**src/rtl/fetch_buffer.sv**
```systemverilog
// Instruction-fetch front end: owns the PC, issues one bundle read per cycle,
// and queues returned bundles in a DEPTH-entry FIFO ahead of the decoder.
module fetch_buffer #(
  parameter int DATA_W = 32,
  parameter int ISSUE  = 2,
  parameter int DEPTH  = 4,
  parameter int PC_W   = 32,
  parameter logic [PC_W-1:0] RESET_PC = '0
) (
  input  logic                         clk,
  input  logic                         rst,
  output logic                         imem_req,
  output logic [PC_W-1:0]              imem_addr,
  input  logic [ISSUE*DATA_W-1:0]      imem_data,
  input  logic                         redirect,
  input  logic [PC_W-1:0]              redirect_pc,
  output logic                         dec_valid,
  input  logic                         dec_ready,
  output logic [ISSUE*DATA_W-1:0]      dec_data,
  output logic [PC_W-1:0]              dec_pc,
  output logic [$clog2(DEPTH+1)-1:0]   count
);

  localparam int BW = ISSUE * DATA_W;
  localparam int CW = $clog2(DEPTH + 1);
  localparam int PW = (DEPTH > 1) ? $clog2(DEPTH) : 1;

  logic [PC_W-1:0] fetch_pc_q, fetch_pc_d;
  logic            infl_q, infl_d;
  logic [PC_W-1:0] infl_pc_q, infl_pc_d;
  logic [PW-1:0]   rd_ptr_q, rd_ptr_d;
  logic [PW-1:0]   wr_ptr_q, wr_ptr_d;
  logic [CW-1:0]   count_q, count_d;

  logic [BW-1:0]   data_mem [DEPTH];
  logic [PC_W-1:0] pc_mem   [DEPTH];

  logic [CW:0] occ;
  logic        push, pop;

  function automatic logic [PW-1:0] nxt(input logic [PW-1:0] p);
    return (p == PW'(DEPTH - 1)) ? '0 : p + 1'b1;
  endfunction

  // The in-flight reservation keeps the FIFO from ever overflowing.
  assign occ = (CW+1)'(count_q) + (CW+1)'(infl_q);
  assign imem_req = !rst && !redirect && (occ < (CW+1)'(DEPTH));
  assign imem_addr = fetch_pc_q;

  assign dec_valid = (count_q != '0);
  assign dec_data  = data_mem[rd_ptr_q];
  assign dec_pc    = pc_mem[rd_ptr_q];
  assign count     = count_q;

  assign push = infl_q && !redirect;
  assign pop  = dec_valid && dec_ready && !redirect;

  always_comb begin
    fetch_pc_d = fetch_pc_q;
    infl_d     = 1'b0;
    infl_pc_d  = infl_pc_q;
    rd_ptr_d   = rd_ptr_q;
    wr_ptr_d   = wr_ptr_q;
    count_d    = count_q;
    if (redirect) begin
      fetch_pc_d = redirect_pc;
      rd_ptr_d   = '0;
      wr_ptr_d   = '0;
      count_d    = '0;
    end else begin
      if (imem_req) begin
        fetch_pc_d = fetch_pc_q + PC_W'(ISSUE);
        infl_d     = 1'b1;
        infl_pc_d  = fetch_pc_q;
      end
      if (push) wr_ptr_d = nxt(wr_ptr_q);
      if (pop)  rd_ptr_d = nxt(rd_ptr_q);
      unique case ({push, pop})
        2'b10:   count_d = count_q + 1'b1;
        2'b01:   count_d = count_q - 1'b1;
        default: count_d = count_q;
      endcase
    end
  end

  always_ff @(posedge clk or posedge rst) begin
    if (rst) begin
      fetch_pc_q <= RESET_PC;
      infl_q     <= 1'b0;
      infl_pc_q  <= RESET_PC;
      rd_ptr_q   <= '0;
      wr_ptr_q   <= '0;
      count_q    <= '0;
    end else begin
      fetch_pc_q <= fetch_pc_d;
      infl_q     <= infl_d;
      infl_pc_q  <= infl_pc_d;
      rd_ptr_q   <= rd_ptr_d;
      wr_ptr_q   <= wr_ptr_d;
      count_q    <= count_d;
    end
  end

  always_ff @(posedge clk) begin
    if (push) begin
      data_mem[wr_ptr_q] <= imem_data;
      pc_mem[wr_ptr_q]   <= infl_pc_q;
    end
  end

endmodule

```
**config.mk**
```make
export PLATFORM = sky130hd
export DESIGN_NAME = fetch_buffer
export DESIGN_NICKNAME = d
export VERILOG_FILES = /design/src/rtl/fetch_buffer.sv
export SDC_FILE = /design/constraint.sdc
export NUM_CORES = 1
export LEC_CHECK = 0
export CORE_MARGIN = 10
export CORE_UTILIZATION = 55
export DETAILED_ROUTE_END_ITERATION = 12
export PLACE_DENSITY_LB_ADDON = 0.1
export SYNTH_ARGS = -nofsm -noshare
export SYNTH_HDL_FRONTEND = slang
export SYNTH_SLANG_ARGS = --single-unit
export TNS_END_PERCENT = 30
```
**constraint.sdc**
```tcl
create_clock -name clk -period 4.15 [get_ports clk]
set_input_delay 0.415 -clock clk [delete_from_list [all_inputs] [get_ports clk]]
set_output_delay 0.415 -clock clk [all_outputs]
set_load 0.02 [all_outputs]
```
======== Word level (Yosys, flattened, before mapping) ========
Memory sizes are Yosys's and may differ from the RTL's.
Index checks and enable logic that the tools add are counted.
storage, ports and cells
  memories ................................ 2
  input port bits ......................... 100
  bits in writable memories ............... 384
  word-level logic and storage cells ...... 47
  register bits ........................... 72
  output and inout port bits .............. 133
cells by class
  reductions and logical operators ........ 13
  $add $sub $neg .......................... 6
  multiplexer cells ....................... 14
  equality and inequality tests ........... 4
  bitwise gates (word level) .............. 1
  order comparisons ....................... 1
memory list
  memory    words  width  rd ports  clocked after memory_dff  write ports  line  RTL
  data_mem  4      64     1         0                         1            35    logic [BW-1:0] data_mem [DEPTH];
  pc_mem    4      32     1         0                         1            36    logic [PC_W-1:0] pc_mem [DEPTH];
operator list
  cell                     number
  $mux W32                 2
  $add A32 B2 Y32 const B  1
  $mux W2                  6
  $eq A2 B2 Y1 const B     3
  $pmux W3 S2              1
  $reduce_bool A2 Y1       3
  $reduce_bool A3 Y1       2
  $logic_and A1 B1 Y1      5
  $add A2 B1 Y2 const B    2
  $add A3 B1 Y4            1
  $lt A4 B3 Y1 const B     1
  $mux W1                  4
  $add A3 B1 Y3 const B    1
  $mux W3                  1
  $sub A3 B1 Y3 const B    1
  $eq A2 B1 Y1 const B     1
  $logic_not A1 Y1         2
  $reduce_and A2 Y1        1
  $not A1 Y1               1

======== Longest topological paths before layout ========
Gate-level depths: netlist of the first run.
  depth after elaboration ................. 6
  mapped depth ............................ 8

======== Least setup slack after synthesis of the first run ========
OpenSTA, ideal clock, no wires.
  kind .................................... register to register
  start ................................... reg infl_q
  end ..................................... mem data_mem[0][0] in the netlist's numbering, enable pin
  buffers on the path ..................... 1
  setup slack ............................. 645 ps
  stages on the path, launching flop included .. 4
  setup time .............................. 466 ps
  arrival time ............................ 3039 ps
  cells stage by stage .................... dfrtp_1 > clkbuf_1 > nor2b_1 > and2_1
between the ends
  longest elaborated chain between the ends .. 3
ends and longest elaborated chain
  element                        line  RTL
  from (decl)                    29    logic infl_q, infl_d;
  from (signal assigned)         96    infl_q <= infl_d;
  $logic_and A1 B1 Y1            55    assign push = infl_q && !redirect;
  $mux W1                        105   if (push) begin
  $mux W1 (implied by the code)  106   data_mem[wr_ptr_q] <= imem_data;
  to (decl)                      35
No other way between the ends.

======== Worst setup path after layout of the first run ========
  start ................................... reg rd_ptr_q[0]
  end ..................................... out dec_pc[15]
between the ends
  longest elaborated chain between the ends .. 1
ends and longest elaborated chain
  element                 line  RTL
  from (decl)             31    logic [PW-1:0] rd_ptr_q, rd_ptr_d;
  from (signal assigned)  98    rd_ptr_q <= rd_ptr_d;
  $mem_v2 Z4 W32          -
  to (decl)               20    output logic [PC_W-1:0] dec_pc,
No other way between the ends.

==> results of run 1 <==
==> cells in the final DEF, fill, tap and decap left out, drive strengths merged, types with 8 or more instances in the layout <==
cell	count
nor2	19
and2	8
o211ai	11
dfrtp	72
o311ai	8
buf	20
mux4	96
nand4	10
clkbuf	60
nand3	20
clkdlybuf4s50	232
clkinv	10
inv	12
edfxtp	384
o21ai	16
nand2	132
==> cells by family (layout without fill, tap and decap cells) <==
logic type | Yosys count | count (layout) | synth area share, %
flip-flops | 456 | 456 | 76.86
AND/OR/NAND/NOR | 221 | 221 | 5.712
multiplexers | 101 | 101 | 12.76
AO/OA/AOI/OAI | 66 | 66 | 2.683
buffers and inverters | 52 | 342 | 1.240
adder cells (fa/ha/maj) | 7 | 7 | 0.5481
XOR/XNOR | 4 | 4 | 0.2020
==> power by group through the flow <==
stage               Sequential [µW]  Clock (µW)  Combinational (µW)
detailed placement             5980           0                3020
global placement               5960           0                2990
global route                   5960        4270                3180
finish                         5880        4000                2970
floorplan                      5830           0                1740
CTS                            5900        4080                3040
==> per-layer routing <==
| metal | global-route usage [%] | vias up |
|---|---|---|
| met2 | 30.27 | 274 |
| met1 | 25.74 | 4739 |
| met5 | 0 | - |
| met4 | 3.702 | 0 |
| li1 | - | 4143 |
| met3 | 5.213 | 39 |
==> registers in the layout, indices dropped and copies added (netlist names) <==
register   count
infl_pc_q     32
count          3
imem_addr     32
rd_ptr_q       2
pc_mem       128
data_mem     256
infl_q         1
wr_ptr_q       2
==> how the worst max path moves through the flow <==
| stage | endpoint | slack [ps] | cells past startpoint |
|---|---|---|---|
| floorplan | data_mem[0][0] | 640 | 3 |
| global placement | imem_addr[3] | 1180 | 7 |
| detailed placement | imem_addr[3] | 1150 | 7 |
| CTS | dec_pc[11] | 750 | 3 |
| global route | dec_pc[11] | 640 | 3 |
| finish | dec_pc[15] | 840 | 3 |
==> layout make-up <==
class,instances,share of cell area (%)
Clock buffer,60,5.639
Sequential cell,456,61.42
Inverter,9,0.1555
Multi-Input combinational cell,399,17.54
Clock inverter,21,1.123
Tap cell,396,2.281
Timing Repair Buffer,252,11.84
==> synth_stat cells, types with 2 or more instances <==
cell and number:
a41oi_1 2, a32oi_1 4, xnor2_1 3, or2_2 2, and2_1 8, nand4_1 10
o211ai_1 11, or3_1 4, buf_2 4, a21o_1 4, o311ai_0 3, buf_1 12
edfxtp_1 384, and3_1 7, nand2_1 132, clkbuf_1 25, mux2i_1 4, a21oi_1 6
nand3_1 20, a221o_1 2, nor2_1 19, nor4_1 7, o311ai_1 5, a31oi_1 3
nor3b_1 2, a22oi_1 2, o21ai_0 16, buf_6 2, ha_1 6, nor3_1 4
mux4_2 96, inv_1 8, dfrtp_1 72, o31ai_1 3
==> through the flow <==
step	util (%)	power, µW
floorplan	-	7566
global placement	65.69	8952
detailed placement	65.69	9001
CTS	70.45	13010
global route	70.45	13410
finish	70.45	12850
==> metrics.cfg, run 1 <==
[min_path]
min_path_type=in -> async

[sta]
hold_violations=0
fin_crit_ps=3310
final.setup.tns_ps=0
min_period_over_period_pct=79.75
max_freq_mhz=302.1
slew_violations=0
rsz0062_at_grt=no
skew_ps=14.16
slew_headroom_pct=29.52
setup_violations=0
worst_slack_ps=840.2
whs_ps=196.6
worst_pin_slew_ps=1053

[worst_setup_path]
startpoint=rd_ptr_q[0]
ff2ff_setup_slack_ps=1590
required_ps=3730
r2r_end=imem_addr[3]
timing.rr.start=count[2]
crit_buf_inv=2
crit_chain=buf_4 -> mux4_2 -> clkdlybuf4s50_1
reg2regPathDepth=6
cp_max_fo=33
start_kind=flop
worst_setup_path_end_kind=primary output
crit_type=reg -> out
max_stage_delay_ps=890
worstPathArrival_ps=2890
crit_family=buffers and inverters
crit_slowest_cell=dfrtp_4

[cts]
clock_sinks=456
cts.path.max_buffers=3
clk_transition_reported_paths_ps=70
ctsHoldBuffers=0
cts_max_level=2
cts_repair_resize_count=0
cts-root-buf=clkbuf_16
cts_tree=done
postCtsSetupRepairBufs=0
cts_made_buffers=46
clock_latency_ps=530

[synthesis]
async_flop_share_pct=15.79
synth-main-ff-cell=edfxtp_1
ys_warn_count=0
avgSynthCellArea_um2=19.13
syn_nets=1014
synth_top_area_share_pct=66.47
syn-instance-count=907
synth.area.top_cells=edfxtp_1 (66%), mux4_2 (12%), dfrtp_1 (10%)
synth_cell_types=49
netlist_area_um2=17350
ys_seq_elements=456
yosysTopAreaCell=edfxtp_1
synth-edff-count=384
yosysSeqAreaShare_pct=76.86

[layout]
drive_gt1_share_pct=15.87
final_nets=1271
syn2layout_area_growth_pct=25.21
seqCellArea_um2=13340
multi_input_area_um2=3810
stdcell_count=1593
fillers=1978
stdcell_area_um2=21720
antenna_cells=0

[route]
drtAntennaViolNets=0
wirelength_mm=36.66
routedWlPerCell_um=23.01
num_vias=9195
route.met2.wl_mm=17.80
drtPass1Iterations=5
top_layer=met4
wl_met3_mm=2.720
wl_met1_mm=15.67
drt_iter0_drc=536
vias_per_cell=5.772
route.detailed.drc=0

[global_routing]
grt_max_degree=67
grt_pass1_vias=9674
grt_remaining_overflow=0
grt_pass1_wl_mm=57.11
grtUsageTotal_pct=18.89
grt_antenna_before_repair=0

[die]
core-area_um2=30830
io_pins=233
dieArea_um2=39050
dieWidth_um=197.6
rows=64
fp.dieH_um=197.6
start_util_pct=56.27

[placement]
dp_slack_ps=1148
hpwl_mm=23.02
placed_area_um2=20250
place_inst=1512
place.port_buffers=232
gp_congestion=0.8668

[power]
vdd_drop_max_mv=0.4051
p_leak_uw=0.007390
p_comb_share_pct=23.1
switchingPower_uw=3471
p_int_uw=9379
seqPwrFrac_pct=45.8
swShare_pct=27.01
p_per_area_nw_per_um2=591.6
clkPwrFrac_pct=31.1

[outcome]
status=finished clean

[job]
drv_cap=0

Power figures use the tool's default switching activity.
==> inputs of run 2 (changes only) <==
CORE_UTILIZATION = 49   (was 55)
clock period = 3 ns   (was 4.15 ns; I/O delays follow)
==> metrics.cfg, run 2 (synthesized netlist as in run 1, its figures left out) <==
[worst_setup_path]
timing.rr.start=count[0]
crit_chain=buf_16 -> mux4_2 -> clkdlybuf4s50_1
cp_max_fo=56
worst_setup_path_end_kind=primary output
worstPathArrival_ps=2570
start_kind=flop
crit_slowest_cell=mux4_2
max_stage_delay_ps=600
reg2regPathDepth=7
required_ps=2700
ff2ff_setup_slack_ps=490
r2r_end=count[2]
crit_type=reg -> out

[sta]
setup_violations=0
hold_violations=0
worst_pin_slew_ps=1105
fin_crit_ps=2872
final.setup.tns_ps=0
whs_ps=232.1
rsz0062_at_grt=no
slew_headroom_pct=26.07
max_freq_mhz=348.2
slew_violations=0
skew_ps=12.19
min_period_over_period_pct=95.73

[layout]
stdcell_area_um2=22030
most-common-layout-cells=edfxtp_1 (384), clkdlybuf4s50_1 (228), nand2_1 (132), mux4_2 (96), dfrtp_1 (70)
largest_reg_flops=256
reg.largest.list=data_mem (256), pc_mem (128)
stdcell_count=1664
drive_gt1_share_pct=16.97
largest-register=data_mem
syn2layout_area_growth_pct=27.02
mostFrequentLayoutCell=edfxtp_1
final_nets=1277

[route]
routedWlPerCell_um=22.46
wirelength_mm=37.37
vias_per_cell=5.528
drtPass1Iterations=5
route.detailed.drc=0
drtAntennaViolNets=0
num_vias=9199
drt_iter0_drc=747

[cts]
clock_sinks=456
cts_tree=done
cts.path.max_buffers=3
clock_latency_ps=540
ctsHoldBuffers=0
cts-root-buf=clkbuf_16
cts_made_buffers=46
clk_transition_reported_paths_ps=60
cts_max_level=2

[die]
io_pins=233
fp.dieH_um=208.2
start_util_pct=49.97
rows=68
core-area_um2=34710
dieWidth_um=208.2
dieArea_um2=43330

[placement]
hpwl_mm=24.16
place_inst=1577
placed_area_um2=20460
gp_congestion=0.8535
place.port_buffers=232

[power]
switchingPower_uw=4875
p_comb_share_pct=23.3
clkPwrFrac_pct=32.1
vdd_drop_max_mv=0.5297
p_int_uw=13150
p_per_area_nw_per_um2=817.8
swShare_pct=27.05
seqPwrFrac_pct=44.6
finalPower_uw=18020
p_leak_uw=0.007549

[global_routing]
grt_pass1_vias=9720
grtUsageTotal_pct=17.12
grt_max_degree=57
grt_pass1_wl_mm=58.55
grt_antenna_before_repair=1
grt_remaining_overflow=0

[job]
drv_cap=0

[outcome]
status=finished clean

[min_path]
min_path_type=in -> async

[run 2: cell count changes in the layout (fill, tap and decap cells not counted), moves of 2 or more]
cell | previous run | this run
clkinv_1 | 6 | 10
clkinv_2 | 4 | 12
clkbuf_16 | 47 | 49
clkinvlp_4 | 3 | 1
dlymetal6s2s_1 | 0 | 4
clkinv_4 | 0 | 3
clkdlybuf4s50_1 | 232 | 228
buf_12 | 8 | 14
clkbuf_1 | 13 | 5
inv_6 | 2 | 0
[run 2: worst max-delay path: cells and delay by family, from the launching register on]
family                 cells  cell delay [ps]
buffers and inverters      2              930
multiplexers               1              600
flip-flops                 1              450
[run 2: power groups by stage]
stage / logic [µW] / clock network, µW / registers, µW
floorplan: 2400 / 0 / 8060
global placement: 4300 / 0 / 8130
detailed placement: 4310 / 0 / 8170
CTS: 4320 / 5910 / 8040
global route: 4540 / 6180 / 8110
finish: 4200 / 5790 / 8030
[run 2: how the worst max path moves through the flow]
stage                      to  slack [ps]        start
2_1_floorplan  data_mem[2][0]        -500       infl_q
3_3_place_gp     imem_addr[4]         370          rst
3_5_place_dp     imem_addr[4]         370          rst
4_1_cts             dec_pc[4]          20  rd_ptr_q[0]
5_1_grt          dec_data[63]           4  rd_ptr_q[0]
6_report            dec_pc[2]         130  rd_ptr_q[0]
[run 2: layout make-up]
type,count,area (µm²)
multi-input combinational,399,3810
clock inverter,32,311.5
clock buffer,54,1245
sequential,456,13340
inverter,9,33.78
tap,455,569.3
antenna,1,2.502
fill,2460,12680
timing repair buffer,258,2723
[run 2: timing repair]
action / CTS / global route
resized for setup: 0 / 5
setup endpoints to repair: 0 / 19
buffers inserted: 0 / 0
[run 2: stage by stage]
| stage | worst slack [ps] | utilization, % |
|---|---|---|
| final | 128.2 | 63.48 |
| after global routing | 4.195 | 63.48 |
| after CTS | 21.69 | 63.42 |
| after detailed placement | 369.9 | 58.94 |
| after global placement | 365.3 | 58.94 |
| after floorplan | -504.7 | - |
[run 2: layer usage]
layer / global-route usage [%] / vias to the layer above / part of all wire (%)
li1: - / 4168 / -
met4: 3.885 / 0 / 1.3
met3: 5.556 / 35 / 8.1
met5: 0 / - / 0
met1: 23.46 / 4701 / 44
met2: 26.26 / 295 / 47
